File: src/rtl/fetch_pkg.sv
// Shared types and limits for the instruction-fetch stage.
package fetch_pkg;

  typedef enum logic [1:0] {
    ISSUE = 2'd0,
    WAIT  = 2'd1,
    VALID = 2'd2
  } fetch_state_e;

  localparam int MAX_MEM_LAT = 4;

endpackage

File: src/rtl/param_reg.sv
// Generic register with clock-enable, synchronous clear, load and increment.
// Priority: clear, then load, then increment.
module param_reg #(
  parameter int               WIDTH     = 8,
  parameter logic [WIDTH-1:0] RESET_VAL = '0
) (
  input  logic             clk,
  input  logic             rst_n,
  input  logic             en,
  input  logic             clr,
  input  logic             we,
  input  logic             inc,
  input  logic [WIDTH-1:0] wdata,
  output logic [WIDTH-1:0] q
);

  logic [WIDTH-1:0] q_d;
  logic [WIDTH-1:0] q_q;

  always_comb begin
    q_d = q_q;
    if (clr) begin
      q_d = '0;
    end else if (we) begin
      q_d = wdata;
    end else if (inc) begin
      q_d = q_q + WIDTH'(1);
    end
  end

  always_ff @(posedge clk or negedge rst_n) begin
    if (!rst_n) begin
      q_q <= RESET_VAL;
    end else if (en) begin
      q_q <= q_d;
    end
  end

  assign q = q_q;

endmodule

File: src/rtl/fetch_unit.sv
// Instruction-fetch stage: owns the PC, hides instruction-RAM latency and
// hands the fetched word to the control unit over a valid/ready handshake.
//
// state | meaning
// ISSUE | drive mem_addr from pc; start a read unless halted
// WAIT  | count down the RAM latency, capture the word on the last cycle
// VALID | hold ins until the control unit accepts it
module fetch_unit
  import fetch_pkg::*;
#(
  parameter int                ADDR_W   = 8,
  parameter int                DATA_W   = 8,
  parameter logic [ADDR_W-1:0] RESET_PC = '0,
  parameter int                MEM_LAT  = 1
) (
  input  logic              clk,
  input  logic              rst_n,
  input  logic              clk_en,
  input  logic              halt,
  input  logic              pc_load,
  input  logic [ADDR_W-1:0] pc_target,
  output logic [ADDR_W-1:0] mem_addr,
  input  logic [DATA_W-1:0] mem_rdata,
  output logic [DATA_W-1:0] ins,
  output logic [ADDR_W-1:0] ins_pc,
  output logic              ins_valid,
  input  logic              ins_ready,
  output logic [1:0]        state_dbg
);

  localparam int LAT_W = $clog2(MEM_LAT + 1);

  if (MEM_LAT < 1 || MEM_LAT > MAX_MEM_LAT) begin : g_lat_range
    $error("fetch_unit: MEM_LAT must be in 1..4");
  end

  fetch_state_e      state_d, state_q;
  logic [LAT_W-1:0]  lat_cnt_d, lat_cnt_q;
  logic [ADDR_W-1:0] mem_addr_d, mem_addr_q;
  logic              ins_valid_d, ins_valid_q;
  logic              capture;
  logic [ADDR_W-1:0] pc;

  always_comb begin
    state_d     = state_q;
    lat_cnt_d   = lat_cnt_q;
    mem_addr_d  = mem_addr_q;
    ins_valid_d = ins_valid_q;
    capture     = 1'b0;
    if (pc_load) begin
      // A jump discards whatever is in flight or pending.
      state_d     = ISSUE;
      lat_cnt_d   = '0;
      ins_valid_d = 1'b0;
    end else begin
      case (state_q)
        ISSUE: begin
          mem_addr_d = pc;
          if (!halt) begin
            state_d   = WAIT;
            lat_cnt_d = LAT_W'(MEM_LAT);
          end
        end
        WAIT: begin
          lat_cnt_d = lat_cnt_q - LAT_W'(1);
          if (lat_cnt_q <= LAT_W'(1)) begin
            lat_cnt_d   = '0;
            capture     = 1'b1;
            ins_valid_d = 1'b1;
            state_d     = VALID;
          end
        end
        VALID: begin
          if (ins_ready) begin
            ins_valid_d = 1'b0;
            state_d     = ISSUE;
          end
        end
        default: begin
          state_d     = ISSUE;
          lat_cnt_d   = '0;
          ins_valid_d = 1'b0;
        end
      endcase
    end
  end

  always_ff @(posedge clk or negedge rst_n) begin
    if (!rst_n) begin
      state_q     <= ISSUE;
      lat_cnt_q   <= '0;
      mem_addr_q  <= RESET_PC;
      ins_valid_q <= 1'b0;
    end else if (clk_en) begin
      state_q     <= state_d;
      lat_cnt_q   <= lat_cnt_d;
      mem_addr_q  <= mem_addr_d;
      ins_valid_q <= ins_valid_d;
    end
  end

  param_reg #(
    .WIDTH     (ADDR_W),
    .RESET_VAL (RESET_PC)
  ) u_pc (
    .clk   (clk),
    .rst_n (rst_n),
    .en    (clk_en),
    .clr   (1'b0),
    .we    (pc_load),
    .inc   (capture),
    .wdata (pc_target),
    .q     (pc)
  );

  param_reg #(
    .WIDTH     (DATA_W),
    .RESET_VAL ('0)
  ) u_ins (
    .clk   (clk),
    .rst_n (rst_n),
    .en    (clk_en),
    .clr   (1'b0),
    .we    (capture),
    .inc   (1'b0),
    .wdata (mem_rdata),
    .q     (ins)
  );

  // ins_pc comes from the address actually presented to the RAM.
  param_reg #(
    .WIDTH     (ADDR_W),
    .RESET_VAL ('0)
  ) u_ins_pc (
    .clk   (clk),
    .rst_n (rst_n),
    .en    (clk_en),
    .clr   (1'b0),
    .we    (capture),
    .inc   (1'b0),
    .wdata (mem_addr_q),
    .q     (ins_pc)
  );

  assign mem_addr  = mem_addr_q;
  assign ins_valid = ins_valid_q;
  assign state_dbg = state_q;

endmodule

File: config.mk
export PLATFORM = sky130hd
export DESIGN_NAME = fetch_unit
export DESIGN_NICKNAME = d
export VERILOG_FILES = /design/src/rtl/fetch_pkg.sv /design/src/rtl/param_reg.sv /design/src/rtl/fetch_unit.sv
export SDC_FILE = /design/constraint.sdc
export NUM_CORES = 1
export LEC_CHECK = 0
export ABC_CLOCK_PERIOD_IN_PS = 3650
export BUFFER_PORTS_ARGS = -buffer_cell sky130_fd_sc_hd__buf_4
export CELL_PAD_IN_SITES_DETAIL_PLACEMENT = 1
export CELL_PAD_IN_SITES_GLOBAL_PLACEMENT = 1
export CORE_ASPECT_RATIO = 1.2
export CORE_MARGIN = 1
export CORE_UTILIZATION = 42
export DETAILED_ROUTE_END_ITERATION = 8
export PLACE_DENSITY = 0.92
export REMOVE_ABC_BUFFERS = 1
export SLEW_MARGIN = 20
export SYNTH_ARGS = -nofsm -noshare
export SYNTH_HDL_FRONTEND = slang
export SYNTH_SLANG_ARGS = --single-unit
File: constraint.sdc
create_clock -name clk -period 3.65 [get_ports clk]
set_input_delay 0.5475 -clock clk [delete_from_list [all_inputs] [get_ports clk]]
set_output_delay 0.5475 -clock clk [all_outputs]
set_load 0.03 [all_outputs]
==> flow_summary.yaml, run 1 <==
status:
  status: "finished with violations"
  violations: "design-rule violations"
finish:
  antenna_cells: 0
  fin_cells: 214
  syn2layout_area_growth_pct: 28.5
  drive_gt1_frac: 0.435
  nNetsFinal: 199
sta:
  fmax_mhz: 539
  fin_crit_sh: 0.509
  fin_hold_ws_ns: 0.210
  relSlewSlack: 0.469
  slew_violations: 0
  fin_tns_setup_ns: 0
  skew_ns: 0.00372
  rsz0062_at_grt: "false"
  setup_viol: 0
  setup_slack_ns: 1.79
  final.min_clock_period_ns: 1.86
  worst_slew_pin_slew_ns: 0.796
  final_hold_viol_count: 0
detailed_routing:
  ant_nets: 0
  finalWirelength_um: 3770
  drc: 4
  drtIter0Drc: 41
  vias_per_cell: 5.44
  post_drt_wl_per_cell_um: 17.6
  vias: 1165
  dr.pass1.iters: 6
setup_path:
  start_kind: "flip-flop"
  crit_type: "flip-flop to flip-flop"
  cp-endpoint: "u_ins.q[1]"
  endpoint_kind: "flip-flop"
  required_ns: 3.81
  r2r_start: "state_dbg[1]"
  cp-startpoint: "state_dbg[1]"
  r2r_cells: 2
  reg2reg_to: "u_ins.q[1]"
  crit_path_max_fanout: 17
  r2r_slack_ns: 1.79
  arrival_ns: 2.02
clocking:
  postCtsResizedCells: 0
  ctsHoldBuffers: 0
  post_cts_buffers: 0
  cts-root-buf: "clkbuf_8"
  htree_levels: 2
  cts_tree: "done"
  worstSkewPairLatency_ns: 0.28
  path_clk_slew_ns: 0.07
  cts_buffers: 5
  cts_sinks: 35
  clockBufferDepth: 2
placed_design:
  dp_hpwl_um: 2810
  dp_cells: 206
  place.gp.congestion: 0.769
  dpl_worst_slack_ns: 1.56
  numPortBuffers: 48
power:
  p_int_mw: 0.932
  pwr-share-clk: 0.170
  combPwrFrac: 0.424
  power_density_nw_per_um2: 770
  ir_worst_vdd_mv: 0.298
  power_leakage_nw: 0.986
  p_sw_mw: 0.614
  seq_power_share: 0.407
  switching_share: 0.397
grt:
  globalRouteTotalUtil: 0.215
  grt_start_max_net_pins: 36
  grt_pass1_wl_um: 6210
  grt_overflow_total: 0
  grt_pass1_vias: 1248
  antenna_found_initial: 0
  use_met2: 0.398
  top_usage_layer: "met2"
  use_met3: 0.0560
  gr-usage-met1: 0.242
floorplan:
  num_io_pins: 49
  dieHeight_um: 68.8
  die_area_um2: 3970
  start_util: 0.452
  fp-row-count: 23
  die_w_um: 57.7
  core_um2: 3450
logic_synthesis:
  post_synth_inst_count: 126
  ys.warnings.count: 0
  syn_area_um2: 1560
  synth_seq_cells: 35
  avgSynthCellArea_um2: 12.4
  yosysUniqueCellTypes: 27
  yosysSeqAreaShare: 0.561
run:
  max_cap_violations: 0
worst_hold_path:
  hold_path_class: "input pin to asynchronous set/reset pin"
## logic make-up after synthesis
kind of cell / count (synthesis) / share of synthesized area
buffers and inverters: 10 / 0.0393
multiplexers: 29 / 0.205
flip-flops: 35 / 0.561
AND/OR/NAND/NOR: 29 / 0.109
adder cells (fa/ha/maj): 1 / 0.00801
AO/OA/AOI/OAI: 22 / 0.0777
## cell usage after synthesis
| cell | count | share of area |
|---|---|---|
| mux2_2 | 21 | 0.15 |
| nor3_1 | 1 | 0.0032 |
| nor4b_4 | 1 | 0.015 |
| and4_1 | 1 | 0.0056 |
| nand2_1 | 9 | 0.022 |
| nor2b_1 | 1 | 0.0040 |
| clkbuf_1 | 1 | 0.0024 |
| dfrtp_1 | 35 | 0.56 |
| buf_6 | 3 | 0.022 |
| mux2i_1 | 5 | 0.032 |
| or2_2 | 1 | 0.0040 |
| and2b_1 | 1 | 0.0048 |
| nand3_1 | 1 | 0.0032 |
| mux2_1 | 3 | 0.022 |
| ha_1 | 1 | 0.0080 |
| nor2_1 | 6 | 0.014 |
| and4bb_1 | 1 | 0.0080 |
| o22ai_1 | 7 | 0.028 |
| a21o_1 | 1 | 0.0048 |
| and3_1 | 2 | 0.0080 |
| buf_2 | 1 | 0.0032 |
| o21ai_0 | 4 | 0.013 |
| a21oi_1 | 9 | 0.029 |
| nor3b_1 | 1 | 0.0048 |
| nand4_1 | 3 | 0.012 |
| inv_1 | 5 | 0.012 |
| o21ai_1 | 1 | 0.0032 |
## cells in the final DEF, fill, tap and decap left out
master,instances
clkbuf_1,2
clkbuf_8,5
a21o_1,1
dfrtp_1,35
a21oi_1,9
buf_4,48
clkinv_2,1
inv_1,5
nor3_1,1
nor3b_1,1
mux2_2,21
nand3_1,1
o22ai_1,7
mux2i_1,5
and2b_1,1
nor2b_1,1
and4bb_1,1
nand2_1,9
and4_1,1
nand4_1,3
nor2_1,6
o21ai_0,4
nor4b_4,1
and3_1,2
o21ai_1,1
ha_1,1
or2_2,1
mux2_1,3
## cell type report
cell class / count / area [µm²]
multi-input cells: 81 / 624
inverters: 5 / 18.8
fillers: 363 / 1450
flip-flops and latches: 35 / 876
repair buffers: 48 / 360
well taps: 37 / 46.3
clock buffers: 7 / 76.3
clock inverters: 1 / 5.00
## power by group through the flow
stage | sequential [mW] | combinational (mW) | clock, mW
2_1_floorplan | 0.850 | 0.153 | 0
4_1_cts | 0.630 | 0.663 | 0.271
3_3_place_gp | 0.621 | 0.632 | 0
3_5_place_dp | 0.638 | 0.661 | 0
6_report | 0.628 | 0.655 | 0.262
5_1_grt | 0.648 | 0.695 | 0.287
## metrics by stage
| step | power (mW) | utilization | instance area [µm²] |
|---|---|---|---|
| 6_report | 1.55 | 0.581 | 2010 |
| 5_1_grt | 1.63 | 0.581 | 2010 |
| 3_5_place_dp | 1.30 | 0.558 | 1930 |
| 3_3_place_gp | 1.25 | 0.558 | 1930 |
| 2_1_floorplan | 1.00 | - | 1520 |
| 4_1_cts | 1.56 | 0.581 | 2010 |
## sequential cells by signal, indices dropped and copies added, names as in the netlist
signal	flops
state_dbg	2
u_pc.q	8
ins_valid	1
u_ins.q	8
u_ins_pc.q	8
mem_addr	8
## worst min path at each step
stage / from / end / slack [ns] / cells past startpoint
final: rst_n / u_ins_pc.q[6] / 0.21 / 1
after global routing: rst_n / mem_addr[6] / 0.23 / 1
after CTS: rst_n / u_ins_pc.q[6] / 0.22 / 1
after floorplan: rst_n / ins_valid / 0.25 / 0
after global placement: u_ins.q[5] / u_ins.q[5] / 0.47 / 1
after detailed placement: u_ins.q[5] / u_ins.q[5] / 0.48 / 1
## critical path: stages (launching register included)
cell and delay [ns]:
dfrtp_1 0.47, and4bb_1 0.84, mux2_2 0.42
## per-layer routing
layer / vias to the layer above / share of wire
met2: 31 / 0.56
met5: - / 0
met1: 577 / 0.38
met3: 5 / 0.045
li1: 552 / -
met4: 0 / 0.015
Note: power is estimated with default switching activity, not from simulation.
==> run 2, diff against run 1 <==
- ABC_CLOCK_PERIOD_IN_PS: 3650 -> 1500
- CORE_UTILIZATION: 42 -> 35
- PLACE_DENSITY: 0.92 -> 0.83
- clock period: 3.65 -> 1.5 ns (I/O delays scaled with it)
==> flow_summary.yaml, run 2 (synthesis results as in run 1) <==
status:
  status: "completed"
sta:
  setup_slack_ns: 0.0491
  final.min_clock_period_ns: 1.45
  worst_slew_pin_slew_ns: 0.430
  slew_violations: 0
  relSlewSlack: 0.713
  setup_viol: 0
  skew_ns: 0.0110
  fin_hold_ws_ns: 0.110
  fin_crit_sh: 0.967
  final_hold_viol_count: 0
  fmax_mhz: 689
power:
  ir_worst_vdd_mv: 0.624
  p_sw_mw: 1.54
  power_leakage_nw: 1.05
  combPwrFrac: 0.407
  pwr-share-clk: 0.215
  p_int_mw: 2.47
  power_density_nw_per_um2: 1860
  switching_share: 0.385
  seq_power_share: 0.378
  power_mw: 4.01
grt:
  globalRouteTotalUtil: 0.180
  grt_start_max_net_pins: 36
  grt_pass1_vias: 1278
  antenna_found_initial: 0
  grt_overflow_total: 0
  grt_pass1_wl_um: 6330
placed_design:
  place.gp.congestion: 0.783
  numPortBuffers: 48
  place_area_um2: 2010
  dp_cells: 231
  dp_hpwl_um: 2790
  dpl_worst_slack_ns: 0.0152
finish:
  fin_area_um2: 2160
  fillers: 477
  antenna_cells: 0
  fin_cells: 243
  syn2layout_area_growth_pct: 38.1
  final_cell_mix: "56 x buf_4, 34 x dfrtp_1, 21 x mux2_2, 9 x nand2_1, 9 x a21oi_1"
  drive_gt1_frac: 0.481
  nNetsFinal: 209
  layout_commonest_cell: "buf_4"
floorplan:
  die_area_um2: 4730
  core_um2: 4260
  dieHeight_um: 75.2
  fp-row-count: 26
  die_w_um: 63.0
  start_util: 0.366
  num_io_pins: 49
detailed_routing:
  drtIter0Drc: 28
  post_drt_wl_per_cell_um: 16.5
  finalWirelength_um: 4010
  ant_nets: 0
  vias: 1221
  dr.pass1.iters: 4
  drc: 0
  vias_per_cell: 5.02
clocking:
  path_clk_slew_ns: 0.08
  clockBufferDepth: 2
  cts_buffers: 5
  cts-root-buf: "clkbuf_8"
  worstSkewPairLatency_ns: 0.30
  cts_sinks: 35
  htree_levels: 2
  cts_tree: "done"
setup_path:
  r2r_slack_ns: 0.05
  r2r_cells: 3
  required_ns: 1.68
  start_kind: "flip-flop"
  arrival_ns: 1.63
  r2r_start: "state_dbg[1]"
  endpoint_kind: "flip-flop"
  reg2reg_to: "mem_addr[6]"
  crit_type: "flip-flop to flip-flop"
  crit_path_max_fanout: 4
worst_hold_path:
  hold_path_class: "input pin to flip-flop"
  hold_path_depth: 2
  hold_end: "state_dbg[0]"
  worst_hold_startpoint: "halt"
run:
  max_cap_violations: 0
run 2: layer usage:
metal	vias up	wire length, µm	global-route usage
met5	-	0	0
met4	0	57	0.0698
met3	5	187	0.0485
met2	38	2230	0.338
met1	608	1530	0.195
li1	570	-	-
run 2: timing repair:
action | in CTS | in global routing
endpoints found under the setup margin | 0 | 12
endpoints found under the hold margin | 35 | 0
buffers inserted | 0 | 3
resized for setup | 0 | 2
hold buffers | 1 | 0
run 2: worst max-delay path: stages (launching register included):
cell and delay (ns):
dfrtp_1 0.44, nor4b_4 0.35, buf_4 0.20, mux2_2 0.33
run 2: worst max-delay path by stage:
stage | startpoint | end | slack [ns] | cells past startpoint
after CTS | state_dbg[0] | u_pc.q[7] | 0.004 | 4
after floorplan | state_dbg[1] | u_ins.q[0] | -0.25 | 2
after global routing | u_pc.q[1] | u_pc.q[6] | -0.01 | 5
after detailed placement | state_dbg[0] | u_pc.q[7] | 0.02 | 4
after global placement | state_dbg[1] | mem_addr[6] | 0.09 | 3
final | state_dbg[1] | mem_addr[6] | 0.05 | 3
run 2: area by class of cell:
cell class / count / area [µm²] / area share
timing repair buffer: 58 / 450 / 0.209
sequential: 35 / 877 / 0.407
inverter: 5 / 18.8 / 0.00870
clock buffer: 5 / 68.8 / 0.0319
multi-input combinational: 81 / 628 / 0.291
tap: 56 / 70.1 / 0.0325
clock inverter: 3 / 43.8 / 0.0203
run 2: metrics by stage:
stage,utilization,TNS [ns]
floorplan,-,-4.58
global placement,0.471,0
detailed placement,0.471,0
CTS,0.500,0
global route,0.506,-0.0124
finish,0.506,0
run 2: power by group through the flow:
stage | sequential [mW] | combinational, mW | clock (mW)
after floorplan | 2.07 | 0.373 | 0
after global placement | 1.50 | 1.57 | 0
after detailed placement | 1.53 | 1.63 | 0
after CTS | 1.52 | 1.64 | 0.882
after global routing | 1.57 | 1.73 | 0.910
final | 1.52 | 1.63 | 0.864
==> run 3, diff against run 2 <==
- CORE_ASPECT_RATIO: 1.2 -> default
- SKIP_LAST_GASP: default -> 1
==> flow_summary.yaml, run 3 (synthesis results as in run 1) <==
finish:
  fin_cells: 234
  layout_commonest_cell: "buf_4"
  antenna_cells: 0
  fillers: 470
  syn2layout_area_growth_pct: 35.1
  fin_area_um2: 2110
  final_cell_mix: "53 x buf_4, 35 x dfrtp_1, 21 x mux2_2, 9 x nand2_1, 9 x a21oi_1"
  nNetsFinal: 206
  drive_gt1_frac: 0.457
setup_path:
  crit_path_max_fanout: 17
  crit_chain: "and4bb_1, buf_12, mux2_2"
  crit_family: "flip-flops"
  start_kind: "flip-flop"
  arrival_ns: 1.59
  crit_type: "flip-flop to flip-flop"
  required_ns: 1.66
  crit_buf_inv: 1
  slowest_delay_ns: 0.48
  endpoint_kind: "flip-flop"
  cpMaxStageDelayCell: "dfrtp_1"
power:
  power_density_nw_per_um2: 1830
  ir_worst_vdd_mv: 1.01
  combPwrFrac: 0.415
  seq_power_share: 0.393
  pwr-share-clk: 0.192
  switching_share: 0.385
  p_int_mw: 2.38
  power_leakage_nw: 1.03
  p_sw_mw: 1.49
  power_mw: 3.87
sta:
  final.min_clock_period_ns: 1.43
  worst_slew_pin_slew_ns: 0.453
  skew_ns: 0.00758
  rsz0062_at_grt: "false"
  relSlewSlack: 0.698
  final_hold_viol_count: 0
  fin_crit_sh: 0.951
  fmax_mhz: 701
  setup_viol: 0
  slew_violations: 0
  setup_slack_ns: 0.0732
worst_hold_path:
  hold_path_class: "input pin to flip-flop"
grt:
  gr-usage-met1: 0.228
  use_met2: 0.279
  grt_pass1_vias: 1296
  globalRouteTotalUtil: 0.181
  grt_start_max_net_pins: 36
  grt_pass1_wl_um: 6140
  grt_overflow_total: 0
  use_met3: 0.0526
  antenna_found_initial: 0
  top_usage_layer: "met2"
floorplan:
  core_um2: 4140
  die_w_um: 68.8
  die_area_um2: 4730
  start_util: 0.377
  num_io_pins: 49
  dieHeight_um: 68.8
  fp-row-count: 23
clocking:
  path_clk_slew_ns: 0.07
  cts-root-buf: "clkbuf_8"
  clockBufferDepth: 2
  worstSkewPairLatency_ns: 0.28
  htree_levels: 2
  cts_sinks: 35
  cts_tree: "done"
  cts_buffers: 5
placed_design:
  numPortBuffers: 48
  place_area_um2: 2000
  dp_hpwl_um: 2770
  place.gp.congestion: 0.773
  dpl_worst_slack_ns: 0.0738
  dp_cells: 225
run:
  max_cap_violations: 0
detailed_routing:
  post_drt_wl_per_cell_um: 16.3
  vias_per_cell: 5.28
  dr.pass1.iters: 5
  finalWirelength_um: 3810
  drc: 0
  vias: 1235
  drtIter0Drc: 52
  ant_nets: 0
status:
  status: "completed"
run 3: changes by cell type in the layout (fill, tap and decap cells not counted):
| cell | change |
|---|---|
| buf_4 | -3 |
| clkbuf_8 | +2 |
| bufinv_16 | -1 |
| clkbuf_1 | +1 |
| clkinv_2 | -1 |
| clkinv_4 | -1 |
| dfrtp_1 | +1 |
| dfrtp_2 | -1 |
| o21ai_1 | +1 |
| o21ai_2 | -1 |
run 3: what timing repair did:
| action | in CTS | in global routing |
|---|---|---|
| setup buffers | 0 | 0 |
| endpoints found under the hold margin | 35 | 0 |
| hold buffers | 1 | 0 |
| resized for setup | 0 | 0 |
run 3: final cells by class:
type | instances | area [µm²] | area share
Clock buffer | 8 | 100 | 0.0474
Inverter | 5 | 18.8 | 0.00890
Multi-Input combinational cell | 81 | 624 | 0.296
Sequential cell | 35 | 876 | 0.415
Tap cell | 50 | 62.6 | 0.0297
Timing Repair Buffer | 55 | 428 | 0.203
run 3: power by group through the flow:
stage	Combinational [mW]	Sequential (mW)	Clock, mW
after global placement	1.57	1.51	0
after global routing	1.70	1.58	0.788
after floorplan	0.373	2.07	0
after CTS	1.62	1.52	0.767
final	1.61	1.52	0.743
after detailed placement	1.62	1.53	0
run 3: through the flow:
step,TNS (ns),hold WS [ns],utilization
3_3_place_gp,0,0.192,0.482
4_1_cts,0,0.126,0.509
2_1_floorplan,-4.58,-0.0706,-
6_report,0,0.132,0.509
5_1_grt,0,0.135,0.509
3_5_place_dp,0,0.206,0.482
run 3: path summary, 6_finish.rpt:
| path | from | end | slack, ns | cells past startpoint |
|---|---|---|---|---|
| min in group asynchronous | rst_n | u_ins.q[1] | 0.45 | 2 |
| max reg2reg | state_dbg[0] | u_ins.q[7] | 0.07 | 3 |
| max | state_dbg[0] | u_ins.q[7] | 0.07 | 3 |
| max in group asynchronous | rst_n | u_ins.q[2] | 0.71 | 2 |
| min reg2reg | u_ins.q[4] | u_ins.q[4] | 0.50 | 1 |
| min | halt | state_dbg[0] | 0.13 | 2 |
run 3: routing by layer:
layer | up-vias | share of wire
met5 | - | 0
met4 | 0 | 0.022
met3 | 9 | 0.053
met2 | 36 | 0.52
met1 | 626 | 0.41
li1 | 564 | -
